## config.mk

```make
export PLATFORM = sky130hd
export DESIGN_NAME = if_fetch_queue
export DESIGN_NICKNAME = d
export VERILOG_FILES = /design/src/rtl/if_fetch_queue.sv
export SDC_FILE = /design/constraint.sdc
export NUM_CORES = 1
export LEC_CHECK = 0
export ABC_CLOCK_PERIOD_IN_PS = 8300
export CAP_MARGIN = 15
export CORE_AREA = 2 2 291 293
export CTS_BUF_LIST = sky130_fd_sc_hd__clkbuf_8 sky130_fd_sc_hd__clkbuf_16
export DETAILED_ROUTE_END_ITERATION = 10
export DIE_AREA = 0 0 293 295
export DONT_BUFFER_PORTS = 1
export SYNTH_ARGS = -nofsm -noshare
export SYNTH_HDL_FRONTEND = slang
export SYNTH_SLANG_ARGS = --single-unit
```

## constraint.sdc

```tcl
create_clock -name clk -period 8.3 [get_ports clk]
set_input_delay 1.66 -clock clk [delete_from_list [all_inputs] [get_ports clk]]
set_output_delay 1.66 -clock clk [all_outputs]
set_load 0.005 [all_outputs]
```

## src/rtl/if_fetch_queue.sv

```systemverilog
// if_fetch_queue: fetch front end issuing in-order requests and presenting predecoded bundles to decode.
// Define IF_FETCHQ_BYPASS_EN to forward a response straight to decode when the queue is empty.
module if_fetch_queue #(
    parameter int          DEPTH    = 4,
    parameter logic [31:0] RESET_PC = 32'h0000_0000
) (
    input  logic        clk,
    input  logic        rst,
    output logic        req_valid,
    output logic [31:0] req_addr,
    input  logic        req_ready,
    input  logic        rsp_valid,
    input  logic [31:0] rsp_data,
    input  logic        bp_taken,
    input  logic [31:0] bp_target,
    input  logic        redirect_valid,
    input  logic [31:0] redirect_pc,
    input  logic        id_stall,
    output logic        id_valid,
    output logic [31:0] id_inst,
    output logic [31:0] id_pc,
    output logic [31:0] id_pc4,
    output logic [31:0] id_predict_pc,
    output logic        id_is_conditional_branch,
    output logic        id_is_jalr,
    output logic        id_is_jal,
    output logic        id_predict_taken
);
    localparam int AW = $clog2(DEPTH);
    localparam int CW = AW + 1;

    typedef struct packed {
        logic [31:0] pc;
        logic        taken;
        logic [31:0] target;
    } meta_t;

    typedef struct packed {
        logic [31:0] inst;
        logic [31:0] pc;
        logic [31:0] pc4;
        logic [31:0] predict_pc;
        logic        cond;
        logic        jalr;
        logic        jal;
        logic        taken;
    } entry_t;

    logic [31:0]   pc;
    logic [CW-1:0] outstanding;
    logic [CW-1:0] drop;
    logic [CW-1:0] count;
    logic [CW:0]   credit_used;
    meta_t         meta_mem [DEPTH];
    entry_t        q_mem [DEPTH];
    logic [AW-1:0] meta_wr;
    logic [AW-1:0] meta_rd;
    logic [AW-1:0] q_wr;
    logic [AW-1:0] q_rd;
    logic          accept;
    logic          rsp_live;
    logic          byp;
    logic          push_q;
    logic          pop_q;
    entry_t        rsp_entry;
    entry_t        head;
    entry_t        out;
    entry_t        sel;

    function automatic entry_t build(input meta_t m, input logic [31:0] inst);
        entry_t e;
        e.inst       = inst;
        e.pc         = m.pc;
        e.pc4        = m.pc + 32'd4;
        e.predict_pc = m.target;
        e.taken      = m.taken;
        e.cond       = inst[6:0] == 7'b1100011;
        e.jalr       = inst[6:0] == 7'b1100111;
        e.jal        = inst[6:0] == 7'b1101111;
        return e;
    endfunction

    always_comb begin
        credit_used = {1'b0, outstanding} + {1'b0, count};
        req_valid   = !rst && !redirect_valid && credit_used < (CW+1)'(DEPTH) && drop == '0;
        req_addr    = pc;
        accept      = req_valid && req_ready;
        rsp_live    = rsp_valid && drop == '0;
        rsp_entry   = build(meta_mem[meta_rd], rsp_data);
        head        = q_mem[q_rd];
`ifdef IF_FETCHQ_BYPASS_EN
        byp         = count == '0 && !redirect_valid && rsp_live;
        out         = byp ? rsp_entry : head;
`else
        byp         = 1'b0;
        out         = head;
`endif
        id_valid    = count != '0 || byp;
        sel         = id_valid ? out : '0;
        pop_q       = count != '0 && !id_stall;
        // a bypassed word consumed by decode this cycle never occupies a slot
        push_q      = rsp_live && !(byp && !id_stall);
    end

    assign id_inst                  = sel.inst;
    assign id_pc                    = sel.pc;
    assign id_pc4                   = sel.pc4;
    assign id_predict_pc            = sel.predict_pc;
    assign id_is_conditional_branch = sel.cond;
    assign id_is_jalr               = sel.jalr;
    assign id_is_jal                = sel.jal;
    assign id_predict_taken         = sel.taken;

    always_ff @(posedge clk) begin
        if (!rst && !redirect_valid && accept)
            meta_mem[meta_wr] <= '{pc: pc, taken: bp_taken, target: bp_target};
        if (!rst && !redirect_valid && push_q)
            q_mem[q_wr] <= rsp_entry;
    end

    always_ff @(posedge clk) begin
        if (rst) begin
            pc          <= RESET_PC;
            outstanding <= '0;
            drop        <= '0;
            count       <= '0;
            meta_wr     <= '0;
            meta_rd     <= '0;
            q_wr        <= '0;
            q_rd        <= '0;
        end else if (redirect_valid) begin
            // every response still in flight belongs to the squashed path
            pc          <= redirect_pc;
            drop        <= outstanding - CW'(rsp_valid && outstanding != '0);
            outstanding <= outstanding - CW'(rsp_valid && outstanding != '0);
            count       <= '0;
            meta_wr     <= '0;
            meta_rd     <= '0;
            q_wr        <= '0;
            q_rd        <= '0;
        end else begin
            if (accept) begin
                pc      <= bp_taken ? bp_target : pc + 32'd4;
                meta_wr <= meta_wr + AW'(1);
            end
            if (rsp_valid && drop != '0)
                drop <= drop - CW'(1);
            if (rsp_live)
                meta_rd <= meta_rd + AW'(1);
            if (push_q)
                q_wr <= q_wr + AW'(1);
            if (pop_q)
                q_rd <= q_rd + AW'(1);
            count       <= count + CW'(push_q) - CW'(pop_q);
            outstanding <= outstanding + CW'(accept) - CW'(rsp_valid);
        end
    end
endmodule

```

==> flow_metrics.py, run 1 <==
metrics = {
    "min_path": {
        "min-delay-start": "q_wr[1]",
        "hold_end": "q_wr[1]",
        "hp-class": "reg -> reg",
        "whs_path_depth": 2,
    },
    "synth": {
        "synth_nets": 1819,
        "ys_ff_latch": 833,
        "synthTopCellsByCount": "edfxtp_1 (780), mux4_2 (194), and2_1 (136), nand2_1 (54), dfxtp_1 (53)",
        "yosys_warnings": 0,
        "ys_seq_area_share_pct": 74.2,
        "synth_cell_type_count": 70,
        "ys.flop_type": "edfxtp_1",
        "synth-simple-area-share_pct": 6.15,
        "async_flop_share_pct": 0,
        "yosys-mux-area-fraction_pct": 13.5,
        "synthXorXnorAreaFrac_pct": 1.06,
        "synthTopCellsByArea": "edfxtp_1 (71%), mux4_2 (13%), dfxtp_1 (3.2%), and2_1 (2.6%), xnor2_1 (0.82%)",
        "syn_area_sq_um": 33000,
        "synth_top_area_share_pct": 71.0,
        "avgSynthCellArea_sq_um": 19.5,
        "synth_edf_count": 780,
        "syn_inst": 1694,
        "synth.most_common_cell": "edfxtp_1",
        "synth_compound_gate_area_share_pct": 2.67,
        "synth_top_family_by_area": "multiplexers",
        "synth_top_area_cell": "edfxtp_1",
        "synth_fa_ha_area_share_pct": 0.880,
    },
    "layout": {
        "drive_above_1_share_pct": 21.5,
        "final.fill_count": 6967,
        "fin_nets": 1844,
        "area_growth_pct": 12.3,
        "final_core_utilization_pct": 44.5,
        "layoutNonFillerInstCount": 2872,
        "fin_area_sq_um": 37000,
    },
    "timing": {
        "holdWs_ns": 0.509,
        "fmax_mhz": 202,
        "layout_setup_ws_ns": 3.34,
        "slew_viol_final": 0,
        "slew-limit-headroom_pct": 25.2,
        "rsz0062_at_grt": "false",
        "finClkSkew_ns": 0.0263,
        "fin_tns_setup_ns": 0,
        "fin_crit_ns": 4.96,
        "tightest_slew_ns": 1.12,
        "period_share_pct": 59.7,
        "final-setup-viol-count": 0,
        "hold_viol": 0,
    },
    "worst_setup_path": {
        "crit_chain": "buf_12 > mux4_2 > and2_1",
        "reg2reg_slack_ns": 4.33,
        "crit_path_end_kind": "output port",
        "r2r-end": "outstanding[2]",
        "required_ns": 6.64,
        "r2r_cells": 14,
        "critical_path.max_fanout": 92,
        "slowest_stage": "dfxtp_4",
        "critPathLaunchType": "flop",
        "r2r_start": "drop[0]",
        "crit_arrival_ns": 3.30,
        "path_class": "reg -> out",
        "max_stage_delay_ns": 0.93,
    },
    "clocking": {
        "clkTransAtPathRegs_ns": 0.06,
        "cts_num_sinks": 833,
        "post_cts_buffers": 0,
        "cts.path.max_buffers": 3,
        "cts_root_buf": "clkbuf_16",
        "cts_tree": "done",
        "cts_inserted_buffers": 88,
        "clock_latency_ns": 0.64,
        "cts_hold_buf": 0,
        "cts_resized": 0,
        "h-tree-depth": 3,
    },
    "power": {
        "p_per_area_nw_per_um2": 254,
        "ir_worst_vdd_mv": 0.137,
        "total_power_mw": 9.40,
        "static-leakage-power_nw": 11.5,
    },
    "grt": {
        "gr-usage-all-layers_pct": 17.7,
        "grt_max_degree": 124,
        "overflow": 0,
        "grt_pass1_wl_um": 112000,
        "grt_pass1_vias": 16409,
        "antenna_found_initial": 3,
    },
    "placed_design": {
        "place_hpwl_um": 47600,
        "io_buffers": 0,
        "place_inst": 2708,
        "place_area_sq_um": 34200,
        "gp_congestion": 0.866,
        "post-place-ws_ns": 3.71,
    },
    "drt": {
        "drt-pass1-iter-count": 5,
        "ant_nets": 0,
        "wl_um": 76400,
        "vias_per_cell": 5.58,
        "via_count": 16039,
        "drtIter0Drc": 1392,
        "wl_per_cell_um": 26.6,
        "drc": 0,
    },
    "run": {
        "max_cap_viol_count": 0,
    },
    "floorplan": {
        "die-area_sq_um": 86400,
        "boundaryPins": 269,
        "start_util_pct": 39.7,
        "fp.dieW_um": 293,
        "coreArea_sq_um": 83200,
        "rows": 106,
        "die_h_um": 295,
    },
    "status": {
        "status": "complete, no violations",
    },
}
-- cell usage in the layout (no fill, tap or decap), types with 5 or more instances in the layout --
| cell | Yosys | routed |
|---|---|---|
| a21oi_1 | 40 | 40 |
| dfxtp_1 | 53 | 49 |
| xnor2_1 | 31 | 31 |
| inv_1 | 27 | 48 |
| edfxtp_1 | 780 | 780 |
| and2_1 | 136 | 132 |
| a31oi_1 | 7 | 7 |
| clkbuf_8 | 0 | 6 |
| mux4_2 | 194 | 194 |
| nand4_1 | 15 | 15 |
| buf_4 | 5 | 22 |
| nor2_1 | 36 | 36 |
| o21ai_0 | 24 | 24 |
| and3_1 | 12 | 8 |
| clkbuf_16 | 0 | 91 |
| nand2_1 | 54 | 54 |
| a311oi_1 | 5 | 5 |
| nand2b_1 | 6 | 6 |
| nor4_1 | 8 | 8 |
| nor3_1 | 13 | 13 |
| xor2_1 | 9 | 9 |
| nand3_1 | 32 | 32 |
| bufinv_16 | 0 | 5 |
| clkinv_1 | 2 | 15 |
| clkinv_2 | 0 | 19 |
| ha_1 | 20 | 20 |
| a211oi_1 | 8 | 8 |
| or2_2 | 5 | 5 |
-- layer usage --
layer / track usage (%) / part of all wire, % / up-vias
met5: 0 / 0 / -
met2: 28.7 / 48 / 573
met4: 5.04 / 2.0 / 0
li1: - / - / 6900
met3: 4.70 / 7.7 / 105
met1: 23.7 / 42 / 8461
-- power breakdown --
group	switching (mW)	internal, mW
registers	0.116	4.75
logic	0.459	0.285
clock network	1.58	2.20
total	2.16	7.24
-- cell type report --
type,count,area [sq um],share of cell area [%]
flip-flops and latches,833,24500,66.2
multi-input cells,742,8030,21.7
clock buffers,97,2360,6.37
well taps,1080,1350,3.65
clock inverters,64,462,1.25
repair buffers,24,213,0.574
inverters,30,113,0.304
diodes,2,5.00,0.0135
-- logic make-up after synthesis --
family / after synthesis
AOI/OAI and AO/OA: 133
xor gates and xnor gates: 40
and+or+nand+nor: 348
buffers and inverters: 119
adders and majority gates: 22
DFF: 833
muxes: 199
-- how the worst max path moves through the flow --
stage / from / endpoint / slack, ns / cells past startpoint
finish: flop / id_pc4[19] / 3.34 / 3
floorplan: rst / q_mem[0][0] / 2.50 / 5
detailed placement: rst / q_mem[3][46] / 3.71 / 5
CTS: flop / id_pc[19] / 3.26 / 3
global placement: rst / outstanding[2] / 3.77 / 12
global route: flop / id_pc4[19] / 3.08 / 3
-- worst max-delay path, delay by kind of cell, from the launching register on --
kind / cells / cell delay (ns)
multiplexers: 1 / 0.68
AND/OR/NAND/NOR: 1 / 0.21
flip-flops: 1 / 0.93
buffers and inverters: 1 / 0.55
-- registers in the layout (all words and copies together), names as in the netlist, named ones only --
signal	cells
q_mem	520
count	3
meta_wr	2
meta_mem	260
req_addr	32
q_wr	2
q_rd	2
meta_rd	2
outstanding	3
drop	3
Note: power is estimated with default switching activity, not from simulation.
==> run 2: changes to the inputs <==
- ABC_CLOCK_PERIOD_IN_PS: 8300 -> 4710
- clock period: 8.3 -> 4.71 ns (I/O delays scaled with it)
==> run 2 against run 1 <==
Net effect:
- flip-flop and latch count unchanged
- sequential share of layout area decreased by 0.38 points
- register-to-register slack lost 3.1 ns
- final cell count is 0.63% higher
- clock-buffer cell count down 8
- non-clock buffer count grew 18
- first-iteration DRC count increased by 1.5%
==> flow_metrics.py, run 2 (synthesis results as in run 1) <==
metrics = {
    "status": {
        "status": "complete, no violations",
    },
    "worst_setup_path": {
        "crit_arrival_ns": 2.75,
        "required_ns": 3.77,
        "path_class": "reg -> out",
        "r2r_start": "drop[0]",
        "crit_buf_inv": 1,
        "critPathLaunchType": "flop",
        "crit_chain": "buf_4 > mux4_2 > and2_1",
        "r2r-end": "outstanding[2]",
        "critical_path.max_fanout": 31,
        "slowest_stage": "mux4_2",
        "r2r_cells": 14,
        "crit_cells": 3,
        "crit_end": "id_pc4[1]",
        "reg2reg_slack_ns": 1.25,
        "crit_family": "multiplexers",
        "crit_path_end_kind": "output port",
        "max_stage_delay_ns": 0.67,
    },
    "timing": {
        "finClkSkew_ns": 0.0265,
        "tightest_slew_ns": 0.915,
        "slew_viol_final": 0,
        "final-setup-viol-count": 0,
        "hold_viol": 0,
        "fmax_mhz": 271,
        "fin_tns_setup_ns": 0,
        "rsz0062_at_grt": "false",
        "layout_setup_ws_ns": 1.02,
        "period_share_pct": 78.3,
        "fin_crit_ns": 3.69,
        "holdWs_ns": 0.365,
        "slew-limit-headroom_pct": 39.0,
    },
    "grt": {
        "grt_pass1_vias": 16614,
        "antenna_found_initial": 4,
        "grt_max_degree": 70,
        "gr-usage-all-layers_pct": 17.9,
        "grt_pass1_wl_um": 114000,
        "overflow": 0,
    },
    "layout": {
        "regArea_sq_um": 24500,
        "layout_common_cells": "edfxtp_1 (780), mux4_2 (194), and2_1 (132)",
        "multi_input_area_sq_um": 8030,
        "drive_above_1_share_pct": 22.6,
        "area_growth_pct": 12.9,
        "final.fill_count": 7026,
        "diodes": 0,
        "fin_area_sq_um": 37200,
        "mostFrequentLayoutCell": "edfxtp_1",
        "top_register": "q_mem",
        "fin_nets": 1862,
        "largest_reg_flops": 520,
    },
    "drt": {
        "vias_per_cell": 5.56,
        "ant_nets": 0,
        "wl_per_cell_um": 26.7,
        "drtIter0Drc": 1413,
        "via_count": 16055,
        "drc": 0,
        "drt-pass1-iter-count": 5,
        "wl_um": 77300,
    },
    "clocking": {
        "cts_resized": 0,
        "cts_num_sinks": 833,
        "cts_inserted_buffers": 88,
        "cts_root_buf": "clkbuf_16",
        "cts_hold_buf": 0,
        "post_cts_buffers": 0,
        "clkTransAtPathRegs_ns": 0.07,
        "h-tree-depth": 3,
        "cts_tree": "done",
        "clock_latency_ns": 0.64,
        "cts.path.max_buffers": 3,
    },
    "min_path": {
        "hp-class": "in -> reg",
    },
    "floorplan": {
        "fp.dieW_um": 293,
        "boundaryPins": 269,
        "die-area_sq_um": 86400,
        "die_h_um": 295,
        "rows": 106,
        "start_util_pct": 39.7,
        "coreArea_sq_um": 83200,
    },
    "placed_design": {
        "place_hpwl_um": 49200,
        "gp_congestion": 0.839,
        "post-place-ws_ns": 1.24,
        "io_buffers": 0,
        "place_area_sq_um": 34400,
    },
    "run": {
        "max_cap_viol_count": 0,
    },
    "power": {
        "static-leakage-power_nw": 11.5,
        "total_power_mw": 16.6,
        "ir_worst_vdd_mv": 0.362,
        "p_per_area_nw_per_um2": 447,
    },
}
[run 2: area by class of cell]
type                    count  area share, %
flip-flops and latches    833           65.8
repair buffers             42           1.09
multi-input cells         742           21.6
clock buffers              89           5.98
well taps                1080           3.63
inverters                  30          0.302
clock inverters            74           1.67
[run 2: through the flow]
stage                     util, %  instances
after floorplan                 -       1694
after global placement       41.3       2726
after CTS                    44.8       2889
after global routing         44.8       2890
final                        44.8       2890
after detailed placement     41.3       2726
[run 2: worst min path at each step]
stage,from,end,slack [ns],cells after the start
floorplan,meta_wr[1],meta_wr[1],0.47,2
global placement,q_wr[1],q_wr[1],0.48,2
detailed placement,q_wr[1],q_wr[1],0.49,2
CTS,rst,req_addr[23],0.33,1
global route,rst,req_addr[23],0.32,1
finish,rst,req_addr[23],0.37,1
[run 2: power by group]
| part | internal (mW) | switching (mW) | leakage [nW] |
|---|---|---|---|
| clock network | 3.86 | 2.89 | 1.43 |
| logic | 0.505 | 0.817 | 2.59 |
| registers | 8.37 | 0.198 | 7.51 |
[run 2: per-layer routing]
metal / global-route usage [%] / up-vias / wire, um
met5: 0 / - / 0
met4: 4.68 / 0 / 1870
met3: 5.34 / 120 / 6490
met2: 28.9 / 587 / 36900
met1: 23.8 / 8412 / 32000
li1: - / 6936 / -
==> run 3: changes to the inputs <==
- ABC_CLOCK_PERIOD_IN_PS: 4710 -> 3350
- clock period: 4.71 -> 3.35 ns (I/O delays scaled with it)
==> run 3 against run 2 <==
Net effect:
- die area stayed put
- worst setup slack worse by 0.78 ns
- largest cell class unchanged
- critical path depth stayed put
- largest power group unchanged
- wire length is 0.24% higher
- worst hold slack worse by 0.31 ns
- sequential share of layout area is 1.0 points lower
- flip-flop and latch count stayed put
- total power is 42% higher
==> flow_metrics.py, run 3 (synthesis results as in run 1) <==
metrics = {
    "worst_setup_path": {
        "max_stage_delay_ns": 0.58,
        "crit_path_end_kind": "output port",
        "r2r_cells": 13,
        "crit_buf_inv": 1,
        "r2r-end": "outstanding[2]",
        "critical_path.max_fanout": 39,
        "slowest_stage": "mux4_2",
        "reg2reg_slack_ns": 0.41,
        "crit_family": "multiplexers",
        "crit_chain": "buf_12 > mux4_2 > and2_1",
        "required_ns": 2.68,
        "critPathLaunchType": "flop",
        "r2r_start": "outstanding[2]",
        "path_class": "reg -> out",
        "crit_arrival_ns": 2.44,
    },
    "min_path": {
        "whs_path_depth": 1,
        "hp-class": "in -> reg",
        "hold_end": "req_addr[19]",
        "min-delay-start": "rst",
    },
    "placed_design": {
        "gp_congestion": 0.874,
        "place_hpwl_um": 50300,
        "io_buffers": 0,
        "place_inst": 2755,
    },
    "grt": {
        "gr-usage-all-layers_pct": 18.0,
        "grt_pass1_wl_um": 114000,
        "grt_max_degree": 132,
        "antenna_found_initial": 3,
        "overflow": 0,
        "grt_pass1_vias": 16771,
    },
    "drt": {
        "wl_met2_um": 37600,
        "wl_per_cell_um": 26.5,
        "wl_um": 77500,
        "drt-pass1-iter-count": 5,
        "vias_per_cell": 5.56,
        "via_count": 16240,
        "drtIter0Drc": 1503,
        "wl_met1_um": 32200,
        "met3_length_um": 6270,
        "ant_nets": 0,
        "drc": 0,
        "highest_layer": "met4",
    },
    "clocking": {
        "cts_tree": "done",
        "cts.path.max_buffers": 3,
        "clock_latency_ns": 0.67,
        "cts_inserted_buffers": 89,
        "clkTransAtPathRegs_ns": 0.07,
        "h-tree-depth": 3,
        "cts_resized": 0,
        "cts_root_buf": "clkbuf_16",
        "post_cts_buffers": 0,
        "cts_num_sinks": 833,
        "cts_hold_buf": 0,
    },
    "power": {
        "total_power_mw": 23.6,
        "ir_worst_vdd_mv": 0.421,
        "static-leakage-power_nw": 11.8,
        "p_per_area_nw_per_um2": 625,
    },
    "timing": {
        "final-setup-viol-count": 0,
        "slew-limit-headroom_pct": 51.9,
        "fmax_mhz": 322,
        "fin_crit_ns": 3.11,
        "holdWs_ns": 0.0561,
        "period_share_pct": 92.8,
        "tightest_slew_ns": 0.721,
        "fin_tns_setup_ns": 0,
        "hold_viol": 0,
        "rsz0062_at_grt": "false",
        "finClkSkew_ns": 0.0481,
        "slew_viol_final": 0,
    },
    "layout": {
        "fin_nets": 1891,
        "layoutNonFillerInstCount": 2922,
        "layout_common_cells": "edfxtp_1 (780), mux4_2 (194), and2_1 (132)",
        "area_growth_pct": 14.7,
        "largest_reg_flops": 520,
        "mostFrequentLayoutCell": "edfxtp_1",
        "top_register": "q_mem",
        "final_core_utilization_pct": 45.5,
        "drive_above_1_share_pct": 23.6,
    },
    "status": {
        "status": "complete, no violations",
    },
    "floorplan": {
        "boundaryPins": 269,
        "die_h_um": 295,
        "start_util_pct": 39.7,
        "rows": 106,
        "coreArea_sq_um": 83200,
        "die-area_sq_um": 86400,
        "fp.dieW_um": 293,
    },
    "run": {
        "max_cap_viol_count": 0,
    },
}
[run 3: cell count changes in the layout (fill, tap and decap cells not counted), sizes merged]
cell    before  now
clkinv      47   36
buf         42   70
diode        0    1
inv         44   57
bufinv       7    8
[run 3: how the worst max path moves through the flow]
stage,start,slack [ns],endpoint,cells past startpoint
after detailed placement,outstanding[2],0.43,outstanding[2],13
after global routing,outstanding[2],0.10,outstanding[2],13
after global placement,outstanding[2],0.42,outstanding[2],13
after floorplan,rst,-0.005,q_mem[0][0],5
after CTS,flop,0.14,id_pc[3],3
final,flop,0.24,id_pc4[20],3
[run 3: metal layers]
| metal | vias to the layer above | global-route usage (%) |
|---|---|---|
| met4 | 0 | 4.48 |
| met3 | 87 | 4.85 |
| met2 | 557 | 29.1 |
| met1 | 8608 | 24.2 |
| met5 | - | 0 |
| li1 | 6988 | - |
[run 3: area by class of cell]
class	count	area (sq um)
Tap cell	1080	1350
Fill cell	6920	45300
Antenna cell	1	2.50
Clock inverter	77	713
Inverter	30	113
Clock buffer	89	2230
Multi-Input combinational cell	742	8030
Timing Repair Buffer	70	901
Sequential cell	833	24500
[run 3: power breakdown]
| group | leakage [nW] | internal, mW | switching, mW |
|---|---|---|---|
| combinational | 2.80 | 0.762 | 1.21 |
| clock | 1.51 | 5.53 | 4.13 |
| sequential | 7.51 | 11.8 | 0.221 |
[run 3: stage by stage]
| step | cell area (sq um) | worst slack [ns] |
|---|---|---|
| finish | 37800 | 0.241 |
| global route | 37800 | 0.101 |
| CTS | 37800 | 0.144 |
| detailed placement | 34900 | 0.426 |
| global placement | 34900 | 0.418 |
| floorplan | 33000 | -0.00488 |
==> patch 1, RTL diff (config.mk and constraints of run 2) <==
Reset style: asynchronous (`rst`), changed in one clocked block.
--- a/src/rtl/if_fetch_queue.sv
+++ b/src/rtl/if_fetch_queue.sv
@@ -118,7 +118,7 @@
             q_mem[q_wr] <= rsp_entry;
     end
 
-    always_ff @(posedge clk) begin
+    always_ff @(posedge clk or posedge rst) begin
         if (rst) begin
             pc          <= RESET_PC;
             outstanding <= '0;
Behaviour: differs if rst is asserted again (counterexample within 4 cycles, from zero or initial values and one cycle with rst high); with rst held inactive, the same outputs for 4 cycles.
==> patch 1 against run 2 <==
  * Maximum frequency rose by 0.87%
  * Worst setup slack improved by 32 ps
  * Sequential cell count fell by 4
  * Count of clock-buffer cells in the layout rose by 4
  * Synthesized area fell by 0.21%
  * Routed wire length fell by 2.1%
  * Cell area fell by 0.10%
  * Worst hold slack got worse by 320 ps
  * Clock skew rose by 8.4 ps
  * Critical path type unchanged
Power is not compared: it rests on default switching activity, and its combinational part moved more than twofold at a synthesized area within 25%.
==> patch 1: results (changes against run 2) <==
RESULT_OF_THE_RUN='complete, no violations'
PRE_CTS_SLACK_PS=822  # -414 ps
CRIT_PATH_MAX_FANOUT=30  # -3.2%
GRT.MET2_USAGE_PCT=27.7  # -1.2 points
FINAL.MIN_CLOCK_PERIOD_PS=3660  # -32.0 ps
CRITICAL-PATH-TOP-DELAY-FAMILY='flip-flops'
HOLD_WS_PS=50.1  # -315 ps
DR_TOTAL_VIAS=15677  # -2.4%
DP_HPWL_UM=47300  # -3.9%
SYNTH.TOP_CELLS.BY_AREA='sky130_fd_sc_hd__edfxtp_1 (71%), sky130_fd_sc_hd__mux4_2 (13%), sky130_fd_sc_hd__dfrtp_1 (3.7%)'
WORSTREG2REGEND='outstanding[2]$_DFF_PP0_'
POWER.LEAKAGE_nW=11.7
LAYOUT.NETS=1801  # -3.3%
MAXUSEDROUTINGLAYER='met5'
R2R_SETUP_SLACK_PS=1190  # -60 ps
CRIT_PATH_ARRIVAL_TIME_PS=2720  # -30 ps
WORSTREGTOREGCELLS=11  # -3
GLOBAL_ROUTE.USAGE.MET1_PCT=23.5  # -0.35 points
GRT_PASS1_VIAS=16244  # -2.2%
REGTOREGSTARTPOINT='outstanding[2]$_DFF_PP0_'
POST_SYNTH.CELL_AREA_AVG_SQ_UM=20.0  # +2.8%
MET1_LENGTH_UM=31400  # -2.0%
DRT_FIRST_PASS_ITERS=5  # unchanged
NETLIST-CELL-TYPE-COUNT=63  # -10%
GRT_ANTENNA_BEFORE_REPAIR=15  # +11
FINISH.CELL_COUNT_WITHOUT_FILLERS=2832  # -2.0%
WORST_SLEW_MARGIN_REL_PCT=23.5  # -15 points
PLACE.GP.CONGESTION=0.802  # -4.4%
PLACE_AREA_SQ_UM=34300  # -0.24%
GRT.TOTAL_USAGE_PCT=17.5  # -0.36 points
WIRE_LENGTH_OF_THE_FIRST_GLOBAL_ROUTING_PASS_UM=111000  # -2.4%
DRT-INITIAL-DRC-COUNT=1412  # -0.071%
CRITICAL-PATH-MAX-STAGE-DELAY_PS=900  # +230 ps
POST_DRT_WL_PER_CELL_UM=26.7  # about the same
YOSYS-TOP-CELLS-COUNT='sky130_fd_sc_hd__edfxtp_1 (780), sky130_fd_sc_hd__mux4_2 (190), sky130_fd_sc_hd__and2_1 (138)'
FINAL.SETUP_SKEW_PS=34.8  # +8.37 ps
NUMPLACEDINSTANCES=2668  # -2.1%
GRT_MAX_DEGREE=76  # +8.6%
CTS-BUFFERS-INSERTED=86  # -2.3%
WORSTHOLDPATHTYPE='input pin to async pin'
==> patch 1: changes by cell type after synthesis, moves of 12 or more <==
cell and change:
sky130_fd_sc_hd__dfxtp_1 -53, sky130_fd_sc_hd__dfrtp_1 +49, sky130_fd_sc_hd__a21oi_1 -20, sky130_fd_sc_hd__a22oi_1 +15
sky130_fd_sc_hd__nand2_1 -12, sky130_fd_sc_hd__nand3_1 -12
==> patch 1: area by class of cell <==
type	count	area, sq um
clock buffers	93	2280
clock inverters	66	608
fillers	7010	46000
inverters	28	105
diodes	5	12.5
flip-flops and latches	829	24700
multi-input cells	701	7820
well taps	1080	1350
repair buffers	30	363
==> patch 1: kinds of logic (layout without fill, tap and decap cells) <==
group                    Yosys count  after routing  synth area share, %
flip-flops                       829            829                 74.9
buffers and inverters            115            217                 1.49
AO/OA/AOI/OAI                    129            129                 2.62
AND/OR/NAND/NOR                  308            308                 5.44
XOR/XNOR                          41             41                 1.09
adder cells (fa/ha/maj)           22             22                0.882
multiplexers                     201            201                 13.6
other                              0              5                    0
==> patch 2, RTL diff (config.mk and constraints of run 2) <==
Without the edit above. The option `IF_FETCHQ_BYPASS_EN` is turned on by a define.
--- a/src/rtl/if_fetch_queue.sv
+++ b/src/rtl/if_fetch_queue.sv
@@ -1,5 +1,7 @@
 // if_fetch_queue: fetch front end issuing in-order requests and presenting predecoded bundles to decode.
 // Define IF_FETCHQ_BYPASS_EN to forward a response straight to decode when the queue is empty.
+`define IF_FETCHQ_BYPASS_EN
+
 module if_fetch_queue #(
     parameter int          DEPTH    = 4,
     parameter logic [31:0] RESET_PC = 32'h0000_0000
Check against the original RTL: not equivalent (Yosys sat finds a counterexample within 4 cycles, from zero or initial values and one cycle with rst high).
==> patch 2 against run 2 <==
  * Maximum frequency shrank 13%
  * Cell area grew 1.4%
  * Register-to-register slack improved by 130 ps
  * Global-route usage up 1.4 points
  * Count of clock-buffer cells in the layout up 4
  * Total power up 3.5%
  * Sequential cell count did not move
  * Routed wire length rose by 8.9%
  * Die area unchanged
  * Synthesized cell count grew 1.9%
  * Clock skew decreased by 5.2 ps
  * Synthesized area grew 1.3%
  * Worst setup slack got worse by 570 ps
  * Highest routed layer is now met5
==> patch 2: results (changes against run 2) <==
GRT.TOTAL_USAGE_PCT=19.3  # +1.4 points
MAXUSEDROUTINGLAYER='met5'
SYNTH.TOP_CELLS.BY_AREA='sky130_fd_sc_hd__edfxtp_1 (70%), sky130_fd_sc_hd__mux4_2 (13%), sky130_fd_sc_hd__a22o_1 (3.3%)'
PLACE.GP.CONGESTION=0.827  # -1.5%
MET3WIRELENGTH_UM=6600  # +1.7%
NETLIST-CELL-TYPE-COUNT=62  # -11%
RESULT_OF_THE_RUN='complete, no violations'
WIRE_LENGTH_OF_THE_FIRST_GLOBAL_ROUTING_PASS_UM=121000  # +6.9%
YOSYS-TOP-CELLS-COUNT='sky130_fd_sc_hd__edfxtp_1 (780), sky130_fd_sc_hd__mux4_2 (188), sky130_fd_sc_hd__a22o_1 (126)'
CRIT_PATH_MAX_FANOUT=12  # -61%
GRT_MAX_DEGREE=131  # +87%
DETAILROUTE.WIRELENGTH.MET2_UM=40500  # +9.7%
FINISH.CELL_COUNT_WITHOUT_FILLERS=2902  # +0.42%
GRT_ANTENNA_BEFORE_REPAIR=8  # +4
POST_DRT_WL_PER_CELL_UM=29.0  # +8.4%
CLOCK_INSERTION_DELAY_WORST_SKEW_PS=640  # about the same
ASYNC_RESET_FF_SHARE_PCT=0  # unchanged
COUNT_OF_MAPPED_CELLS_OUT_OF_SYNTHESIS=1727  # +1.9%
POWER.LEAKAGE_nW=11.7  # +1.4%
DR_TOTAL_VIAS=16845  # +4.9%
SLOWEST_STAGE='sky130_fd_sc_hd__dfxtp_4'
SYNTHESIS.NETS=1852  # +1.8%
IR_WORST_VDD_mV=0.252  # -30%
FINAL.SETUP_SKEW_PS=21.3  # -5.22 ps
DRT-INITIAL-DRC-COUNT=1497  # +5.9%
SYNTH-SEQ-AREA-SHARE_PCT=73.3  # -0.96 points
DP_HPWL_UM=51000  # +3.8%
PLACE_AREA_SQ_UM=34800  # +1.2%
TIMING_WORST_SLEW_PIN_VALUE_PS=1170  # +252 ps
MET1_LENGTH_UM=35500  # +11%
NUMPLACEDINSTANCES=2736  # +0.37%
POST_ROUTE_CELLS_DRIVE_ABOVE_1_SHARE_PCT=21.6  # -0.96 points
DRT_FIRST_PASS_ITERS=6  # +1
## patch 2: changes by cell type after synthesis, sizes merged, moves of 7 or more
cell    change
nand3      -11
nand2b     +10
and2      -121
a22o      +126
clkbuf     +23
nor3       +23
nor4        -7
## patch 2: path summary, 6_finish.rpt
check                             from                        end  slack, ps  depth (start not counted)
min reg2reg    meta_wr[1]$_SDFFE_PP0P_    meta_wr[1]$_SDFFE_PP0P_        490                          2
max                          flip-flop                 id_pc4[31]        450                          7
max reg2reg  outstanding[2]$_SDFF_PP0_  outstanding[2]$_SDFF_PP0_       1380                         13
min                                rst   req_addr[3]$_SDFFE_PP0P_        380                          1
## patch 2: through the flow
step	util, %	setup WS (ps)	hold slack, ps
finish	45.4	450	378
global route	45.4	152	353
CTS	45.4	161	341
detailed placement	41.8	840	489
global placement	41.8	903	491
floorplan	-	817	464
## patch 2: layout make-up
type                            count  share of cell area (%)
Inverter                           33                   0.328
Timing Repair Buffer               36                    1.20
Multi-Input combinational cell    755                    22.2
Clock buffer                       93                    6.07
Sequential cell                   833                    64.9
Tap cell                         1080                    3.58
Clock inverter                     71                    1.71
Antenna cell                        1                 0.00663
## patch 2: cell families after synthesis
group	Yosys count	synth area share, %
fa+ha+maj	22	0.869
compound gates	255	5.77
flops	833	73.3
buf+inv	139	1.73
xor+xnor	41	1.10
mux	201	13.4
simple gates	236	3.88
## patch 2: routing by layer
metal / vias up / track usage (%)
met2: 595 / 30.9
met5: - / 0
met4: 2 / 4.77
met3: 112 / 5.30
met1: 8939 / 26.3
li1: 7197 / -
## patch 2: power breakdown
part	internal (mW)	leakage [nW]	switching [mW]	total, mW
combinational	0.629	2.69	1.10	1.73
clock	4.09	1.48	2.88	6.97
sequential	8.36	7.51	0.175	8.53
total	13.1	11.7	4.16	17.2
